$ cat config.mk
export PLATFORM = sky130hd
export DESIGN_NAME = gs_bus_master_flat
export DESIGN_NICKNAME = d
export VERILOG_FILES = /design/src/rtl/gs_bus_pkg.sv /design/src/rtl/gs_bus_master_if.sv /design/src/rtl/gs_bus_fifo.sv /design/src/rtl/gs_bus_master.sv /design/src/flat_wrapper.sv
export SDC_FILE = /design/constraint.sdc
export NUM_CORES = 1
export LEC_CHECK = 0
export CAP_MARGIN = 25
export CORE_ASPECT_RATIO = 0.7
export CORE_UTILIZATION = 55
export DETAILED_ROUTE_END_ITERATION = 8
export GPL_TIMING_DRIVEN = 0
export PLACE_DENSITY = 0.78
export SYNTH_ARGS = -nofsm -noshare
export SYNTH_HDL_FRONTEND = slang
export SYNTH_SLANG_ARGS = --single-unit
$ cat constraint.sdc
create_clock -name bus_clk -period 17.8 [get_ports bus_clk]
set_input_delay 5.34 -clock bus_clk [delete_from_list [all_inputs] [get_ports bus_clk]]
set_output_delay 5.34 -clock bus_clk [all_outputs]
set_load 0.02 [all_outputs]
$ cat src/rtl/gs_bus_pkg.sv
// Shared widths, register map, request bundle and FSM states
// for the gs_bus_master write path.
package gs_bus_pkg;

  localparam int GS_ADDR_W  = 64;
  localparam int GS_DATA_W  = 32;
  localparam int GS_GPREG_W = 16;
  localparam int SHADOW_N   = 9;

  localparam logic [GS_ADDR_W-1:0] ADDR_MTR_EN     = 64'd0;
  localparam logic [GS_ADDR_W-1:0] ADDR_MTR_DIR    = 64'd1;
  localparam logic [GS_ADDR_W-1:0] ADDR_MTR_SPEED  = 64'd2;
  localparam logic [GS_ADDR_W-1:0] ADDR_MTR_ACCEL  = 64'd3;
  localparam logic [GS_ADDR_W-1:0] ADDR_ENC_CFG    = 64'd4;
  localparam logic [GS_ADDR_W-1:0] ADDR_ADC_CFG    = 64'd5;
  localparam logic [GS_ADDR_W-1:0] ADDR_ADC_GAIN   = 64'd6;
  localparam logic [GS_ADDR_W-1:0] ADDR_DAC_GAIN   = 64'd7;
  localparam logic [GS_ADDR_W-1:0] ADDR_DAC_OFFSET = 64'd8;

  typedef struct packed {
    logic [GS_ADDR_W-1:0]  addr;
    logic [GS_DATA_W-1:0]  data;
    logic [GS_GPREG_W-1:0] gpreg;
  } gs_bus_req_t;

  typedef enum logic [1:0] {
    ST_IDLE,
    ST_ISSUE,
    ST_GAP
  } gs_state_e;

endpackage

$ cat src/rtl/gs_bus_master_if.sv
// Host request handshake plus outgoing bus write strobe
// of gs_bus_master.
interface gs_bus_master_if #(
  parameter int FIFO_DEPTH = 4
) ();
  localparam int CW = $clog2(FIFO_DEPTH) + 1;

  logic                             req_valid;
  logic                             req_ready;
  logic [gs_bus_pkg::GS_ADDR_W-1:0]  req_addr;
  logic [gs_bus_pkg::GS_DATA_W-1:0]  req_data;
  logic [gs_bus_pkg::GS_GPREG_W-1:0] req_gpreg;
  logic                             bus_valid;
  logic [gs_bus_pkg::GS_ADDR_W-1:0]  bus_addr;
  logic [gs_bus_pkg::GS_DATA_W-1:0]  bus_data;
  logic [gs_bus_pkg::GS_GPREG_W-1:0] bus_gpreg;
  logic [CW-1:0]                    pending;
  logic                             busy;

  modport master (
    input  req_valid, req_addr, req_data, req_gpreg,
    output req_ready, bus_valid, bus_addr, bus_data,
    output bus_gpreg, pending, busy
  );

  modport slave (
    output req_valid, req_addr, req_data, req_gpreg,
    input  req_ready, bus_valid, bus_addr, bus_data,
    input  bus_gpreg, pending, busy
  );

endinterface

$ cat src/rtl/gs_bus_fifo.sv
// Synchronous request queue; push is ignored when full and
// pop when empty, head is read combinationally.
module gs_bus_fifo
  import gs_bus_pkg::*;
#(
  parameter int DEPTH = 4,
  localparam int AW = $clog2(DEPTH),
  localparam int CW = AW + 1
) (
  input  logic          clk,
  input  logic          rst,
  input  logic          push,
  input  gs_bus_req_t   wdata,
  input  logic          pop,
  output gs_bus_req_t   rdata,
  output logic          full,
  output logic          empty,
  output logic [CW-1:0] count
);

  gs_bus_req_t   mem_q [DEPTH];
  logic [AW-1:0] wptr_q, wptr_d;
  logic [AW-1:0] rptr_q, rptr_d;
  logic [CW-1:0] cnt_q, cnt_d;
  logic          do_push, do_pop;

  assign full    = cnt_q == CW'(DEPTH);
  assign empty   = cnt_q == '0;
  assign do_push = push && !full;
  assign do_pop  = pop && !empty;

  always_comb begin
    wptr_d = wptr_q + AW'(do_push);
    rptr_d = rptr_q + AW'(do_pop);
    cnt_d  = cnt_q + CW'(do_push) - CW'(do_pop);
  end

  always_ff @(posedge clk) begin
    if (rst) begin
      wptr_q <= '0;
      rptr_q <= '0;
      cnt_q  <= '0;
    end else begin
      wptr_q <= wptr_d;
      rptr_q <= rptr_d;
      cnt_q  <= cnt_d;
    end
  end

  always_ff @(posedge clk) begin
    if (do_push) mem_q[wptr_q] <= wdata;
  end

  assign rdata = mem_q[rptr_q];
  assign count = cnt_q;

endmodule

$ cat src/rtl/gs_bus_master.sv
// Queued host writes issued as single-cycle bus strobes with a
// forced idle gap; GS_BUS_SHADOW_EN adds a 9-entry shadow file.
module gs_bus_master
  import gs_bus_pkg::*;
#(
  parameter int FIFO_DEPTH = 4,
  parameter int GAP_CYCLES = 1
) (
  input  logic bus_clk,
  input  logic rst,
  gs_bus_master_if.master bif
`ifdef GS_BUS_SHADOW_EN
  ,
  input  logic [3:0]           shadow_addr,
  output logic [GS_DATA_W-1:0] shadow_data
`endif
);
  localparam int CW = $clog2(FIFO_DEPTH) + 1;

  gs_state_e     state_q, state_d;
  logic [3:0]    gap_q, gap_d;
  logic          req_ready_q, req_ready_d;
  logic          bus_valid_q, bus_valid_d;
  gs_bus_req_t   bus_q, bus_d;
  gs_bus_req_t   wr_req, head;
  logic          push, pop;
  logic          fifo_full, fifo_empty;
  logic [CW-1:0] fifo_cnt, cnt_nxt;

  assign wr_req.addr  = bif.req_addr;
  assign wr_req.data  = bif.req_data;
  assign wr_req.gpreg = bif.req_gpreg;
  assign push = bif.req_valid && req_ready_q && !fifo_full;

  gs_bus_fifo #(
    .DEPTH (FIFO_DEPTH)
  ) u_fifo (
    .clk   (bus_clk),
    .rst   (rst),
    .push  (push),
    .wdata (wr_req),
    .pop   (pop),
    .rdata (head),
    .full  (fifo_full),
    .empty (fifo_empty),
    .count (fifo_cnt)
  );

  // ready is registered from next-cycle occupancy so it never lags full
  assign cnt_nxt     = fifo_cnt + CW'(push) - CW'(pop);
  assign req_ready_d = cnt_nxt != CW'(FIFO_DEPTH);

  always_comb begin
    state_d = state_q;
    gap_d   = gap_q;
    pop     = 1'b0;
    unique case (state_q)
      ST_IDLE: begin
        if (!fifo_empty) begin
          pop     = 1'b1;
          state_d = ST_ISSUE;
        end
      end
      ST_ISSUE: begin
        if (GAP_CYCLES > 0) begin
          state_d = ST_GAP;
          gap_d   = 4'(GAP_CYCLES);
        end else if (!fifo_empty) begin
          pop     = 1'b1;
          state_d = ST_ISSUE;
        end else begin
          state_d = ST_IDLE;
        end
      end
      ST_GAP: begin
        if (gap_q <= 4'd1) begin
          gap_d = '0;
          if (!fifo_empty) begin
            pop     = 1'b1;
            state_d = ST_ISSUE;
          end else begin
            state_d = ST_IDLE;
          end
        end else begin
          gap_d = gap_q - 4'd1;
        end
      end
      default: state_d = ST_IDLE;
    endcase
    bus_d       = pop ? head : bus_q;
    bus_valid_d = state_d == ST_ISSUE;
  end

  always_ff @(posedge bus_clk) begin
    if (rst) begin
      state_q     <= ST_IDLE;
      gap_q       <= '0;
      req_ready_q <= 1'b0;
      bus_valid_q <= 1'b0;
      bus_q       <= '0;
    end else begin
      state_q     <= state_d;
      gap_q       <= gap_d;
      req_ready_q <= req_ready_d;
      bus_valid_q <= bus_valid_d;
      bus_q       <= bus_d;
    end
  end

  assign bif.req_ready = req_ready_q;
  assign bif.bus_valid = bus_valid_q;
  assign bif.bus_addr  = bus_q.addr;
  assign bif.bus_data  = bus_q.data;
  assign bif.bus_gpreg = bus_q.gpreg;
  assign bif.pending   = fifo_cnt;
  assign bif.busy      = (fifo_cnt != '0) || (state_q != ST_IDLE);

`ifdef GS_BUS_SHADOW_EN
  logic [GS_DATA_W-1:0] shadow_q [SHADOW_N];
  logic [GS_DATA_W-1:0] shadow_d [SHADOW_N];

  always_comb begin
    shadow_d = shadow_q;
    if (pop && head.addr < GS_ADDR_W'(SHADOW_N))
      shadow_d[head.addr[3:0]] = head.data;
  end

  always_ff @(posedge bus_clk) begin
    if (rst) begin
      for (int i = 0; i < SHADOW_N; i++) shadow_q[i] <= '0;
    end else begin
      shadow_q <= shadow_d;
    end
  end

  assign shadow_data = (shadow_addr < 4'(SHADOW_N))
                     ? shadow_q[shadow_addr] : '0;
`endif

endmodule
$ cat src/flat_wrapper.sv
// flat-port wrapper written by rule: the top's interface ports become plain ports
module gs_bus_master_flat import gs_bus_pkg::*;
#(
  parameter int FIFO_DEPTH = 4,
  parameter int GAP_CYCLES = 1
)
  (bus_clk, rst, bif_req_valid, bif_req_addr, bif_req_data, bif_req_gpreg, bif_req_ready, bif_bus_valid, bif_bus_addr, bif_bus_data, bif_bus_gpreg, bif_pending, bif_busy);
  gs_bus_master_if #(.FIFO_DEPTH(FIFO_DEPTH)) bif_i ();
  input  logic bus_clk;
  input  logic rst;
  input wire logic [$bits(bif_i.req_valid)-1:0] bif_req_valid;
  input wire logic [$bits(bif_i.req_addr)-1:0] bif_req_addr;
  input wire logic [$bits(bif_i.req_data)-1:0] bif_req_data;
  input wire logic [$bits(bif_i.req_gpreg)-1:0] bif_req_gpreg;
  output wire logic [$bits(bif_i.req_ready)-1:0] bif_req_ready;
  output wire logic [$bits(bif_i.bus_valid)-1:0] bif_bus_valid;
  output wire logic [$bits(bif_i.bus_addr)-1:0] bif_bus_addr;
  output wire logic [$bits(bif_i.bus_data)-1:0] bif_bus_data;
  output wire logic [$bits(bif_i.bus_gpreg)-1:0] bif_bus_gpreg;
  output wire logic [$bits(bif_i.pending)-1:0] bif_pending;
  output wire logic [$bits(bif_i.busy)-1:0] bif_busy;
  assign bif_i.req_valid = bif_req_valid;
  assign bif_i.req_addr = bif_req_addr;
  assign bif_i.req_data = bif_req_data;
  assign bif_i.req_gpreg = bif_req_gpreg;
  assign bif_req_ready = bif_i.req_ready;
  assign bif_bus_valid = bif_i.bus_valid;
  assign bif_bus_addr = bif_i.bus_addr;
  assign bif_bus_data = bif_i.bus_data;
  assign bif_bus_gpreg = bif_i.bus_gpreg;
  assign bif_pending = bif_i.pending;
  assign bif_busy = bif_i.busy;
  gs_bus_master #(.FIFO_DEPTH(FIFO_DEPTH), .GAP_CYCLES(GAP_CYCLES)) u_core (.bus_clk(bus_clk), .rst(rst), .bif(bif_i));
endmodule
==> metrics <==
total congestion overflow=0; Post-synth EDFFs=448; pwr/cell area=165.8 nW/um2; die area=39,390 um2; Synth area leader=edfxtp_1; Int Pwr=2.941 mW; setup bufs post-CTS=0; sequential share of the synthesized area=75.37%; status=finished clean; Startpoint Class=flop; critical path type=reg -> out; Synth Warn #=0; Worst Skew=0.009106 ns; Core Util, Final=69.88%; R2R Setup Slk=14.33 ns; via count of the first global-routing pass=12,222; min cycle time layout=8.128 ns; fraction of power consumed by combinational cells=34.7%; synth-to-layout area growth=23.74%; mean post-synth cell area=17.67 um2; hold path endpoint=u_core.bif.bus_addr[13]; fin. max-slew vios=0; Post-synth top flop=edfxtp_1; DR pass1 iterations=5; Pleak=8.445 nW; register bit total from synthesis=575; Critical Path Max Stage Delay=0.54 ns; clock transition at the registers of the reported paths=0.06 ns; worst skew pair latency=0.57 ns; fillers=2,387; CTS tree=done; Peak Freq=123.0 MHz; CP top delay family=buffers and inverters; Tightest Pin Transition=0.9062 ns; Starting Density=56.48%; Residual DRC=0; I/O Pins=233; initial antenna violation count=4; slowest cell on the critical path=clkdlybuf4s50_1; fin nets=1,643; Async S/R FF share, synth=0%; WP buf/inv=4; Crit Reg-Reg Endpoint=u_core.bif.req_ready; VDD IR max=0.1270 mV; WP data arrival=2.79 ns; Post-DP Area=24,580 um2; Clk pwr share=25.0%; RSZ-0062 raised after global routing=no; GRT Total Usage=24.08%; via count=12,107; largest net degree at the start of global routing=54; Die X=236.8 um; Routed Antenna Nets=0; synth top area cells=edfxtp_1, dfxtp_1, mux4_2; CP Max Fanout=10; CTS H-tree lvls=2; Routed WL=46,730 um; worst hold start=u_core.bif.bus_addr[13]; Setup TNS Final=0 ns; WL/cell=22.80 um; CTS resizes=0; sequential power share=40.3%; # hold bufs at CTS=0; Setup crit start=u_core.u_fifo.count[1]; Synth Cell Area=21,220 um2; Core Area=37,570 um2; reg-to-reg startpoint=u_core.gap_q[0]; Worst Hold Class=reg -> reg; Switch Pwr=1.414 mW; DR iter-0 viols=1,040; Crit path top cell by count=buf_2; DR vias/cell=5.906; Register Area=16,000 um2; area share of the largest cell type after synthesis=63.39%; Critical Path Sink Type=primary output; Synth cell types=40; Post-DP HPWL=31,080 um; synthesized net count=1,327; critical path, cell by cell=nor3_1, buf_2, buf_2, and2_1, inv_1, clkdlybuf4s50_1; Mapped Cells=1,201; multi-input logic area=4763 um2; Max Cap Viol=0; slew margin rel.=39.58%; R2R depth=13; cts bufs inserted=52; Sink Count=575; die height=166.3 um; post-route cell area=26,260 um2; WHS Path Cells=2; Cell Rows=59; Max Buffers Root-to-Sink=3; I/O Buffers=231; fin crit share=45.67%; Worst EP required=12.46 ns; gpl congestion=0.8057; share of cells above drive strength 1=16.68%; final hold violations=0; Switching Share=32.46%; clock tree root buffer cell=clkbuf_16; setup violators final=0; first-pass GRT wire length=71,260 um
## cell type report
| class | instances | area share [%] |
|---|---|---|
| diodes | 3 | 0.02859 |
| plain buffers | 92 | 1.663 |
| clock buffers | 77 | 5.661 |
| clock inverters | 19 | 0.6480 |
| inverters | 13 | 0.1858 |
| multi-input cells | 521 | 18.14 |
| flip-flops and latches | 575 | 60.91 |
| well taps | 488 | 2.325 |
| repair buffers | 262 | 10.44 |
## cell usage after synthesis, types with 3 or more instances
cell / count
nor2b_1: 3
dfxtp_1: 127
nor2_1: 9
ha_1: 9
xnor2_1: 6
nand3_1: 113
buf_1: 12
a21oi_1: 118
edfxtp_1: 448
buf_2: 21
buf_4: 11
mux4_2: 112
o21ai_1: 14
inv_1: 13
clkbuf_1: 44
nor3_1: 6
nand2_1: 4
buf_6: 3
o21ai_0: 102
## placed cells by master (no fill, tap or decap), types with 6 or more instances in the layout
master and count:
edfxtp_1 448, clkdlybuf4s50_1 231, dfxtp_1 127, a21oi_1 118
nand3_1 113, mux4_2 112, o21ai_0 102, clkbuf_1 61
clkbuf_16 53, buf_6 23, buf_2 21, o21ai_1 14
inv_1 13, buf_4 12, buf_1 12, clkinv_2 10
ha_1 9, nor2_1 8, clkbuf_8 7, xnor2_1 6
## power groups by stage
stage	sequential, mW	clock, mW	combinational (mW)
final	1.76	1.09	1.51
after CTS	1.75	1.10	1.53
after global routing	1.77	1.16	1.63
after detailed placement	1.78	0	1.52
after floorplan	1.93	0	0.785
after global placement	1.82	0	1.46
## worst reg2reg max path: cells and delay by family (launching register included)
family | cells | cell delay (ns)
adder cells (fa/ha/maj) | 3 | 0.79
flip-flops | 1 | 0.40
AO/OA/AOI/OAI | 2 | 0.86
buffers and inverters | 4 | 0.58
AND/OR/NAND/NOR | 2 | 0.38
XOR/XNOR | 2 | 0.33
## flip-flops by register name, indices dropped and copies added, names as in the netlist
register              flops
u_core.state_q            2
u_core.u_fifo.rptr_q      2
u_core.u_fifo.mem_q     448
u_core.bif.req_ready      1
u_core.gap_q              4
u_core.bif.bus_addr      64
u_core.bif.bus_gpreg     16
u_core.bif.bus_valid      1
u_core.u_fifo.wptr_q      2
u_core.bif.bus_data      32
u_core.u_fifo.count       3
## kinds of logic (layout without fill, tap and decap cells)
family | after synthesis | count (layout) | synth area share [%]
flops | 575 | 575 | 75.37
compound gates | 245 | 245 | 5.973
simple gates | 147 | 147 | 3.514
mux | 112 | 112 | 11.89
buf+inv | 105 | 463 | 2.288
fa+ha+maj | 11 | 11 | 0.7193
xor+xnor | 6 | 6 | 0.2476
other cells | 0 | 3 | 0
## worst max-delay path by stage
stage / depth (start not counted) / slack [ns] / to
floorplan: 3 / 3.30 / u_core.u_fifo.mem_q[1][0]
global placement: 4 / -3.36 / u_core.u_fifo.mem_q[1][70]
detailed placement: 8 / 9.64 / u_core.u_fifo.mem_q[1][102]
CTS: 6 / 9.63 / bif_busy
global route: 6 / 9.52 / bif_busy
finish: 6 / 9.67 / bif_busy
## metrics by stage
| step | worst slack (ns) | hold slack [ns] | std cells | total power [mW] |
|---|---|---|---|---|
| 2_1_floorplan | 3.302 | 0.4586 | 1201 | 2.712 |
| 3_3_place_gp | -3.357 | 0.4626 | 1920 | 3.273 |
| 3_5_place_dp | 9.639 | 0.4655 | 1950 | 3.296 |
| 4_1_cts | 9.630 | 0.4755 | 2046 | 4.384 |
| 5_1_grt | 9.518 | 0.4964 | 2048 | 4.558 |
| 6_report | 9.672 | 0.4731 | 2050 | 4.355 |
## routing by layer
layer  share of wire [%]  global-route usage, %  vias up  wire length, um
li1                    -                      -     5407                -
met1                  42                  34.49     6155            19610
met2                  48                  38.43      481            22550
met3                 7.3                  3.973       62             3419
met4                 2.5                  7.369        2             1148
met5               0.028                      0        -               13
Power figures use the tool's default switching activity.
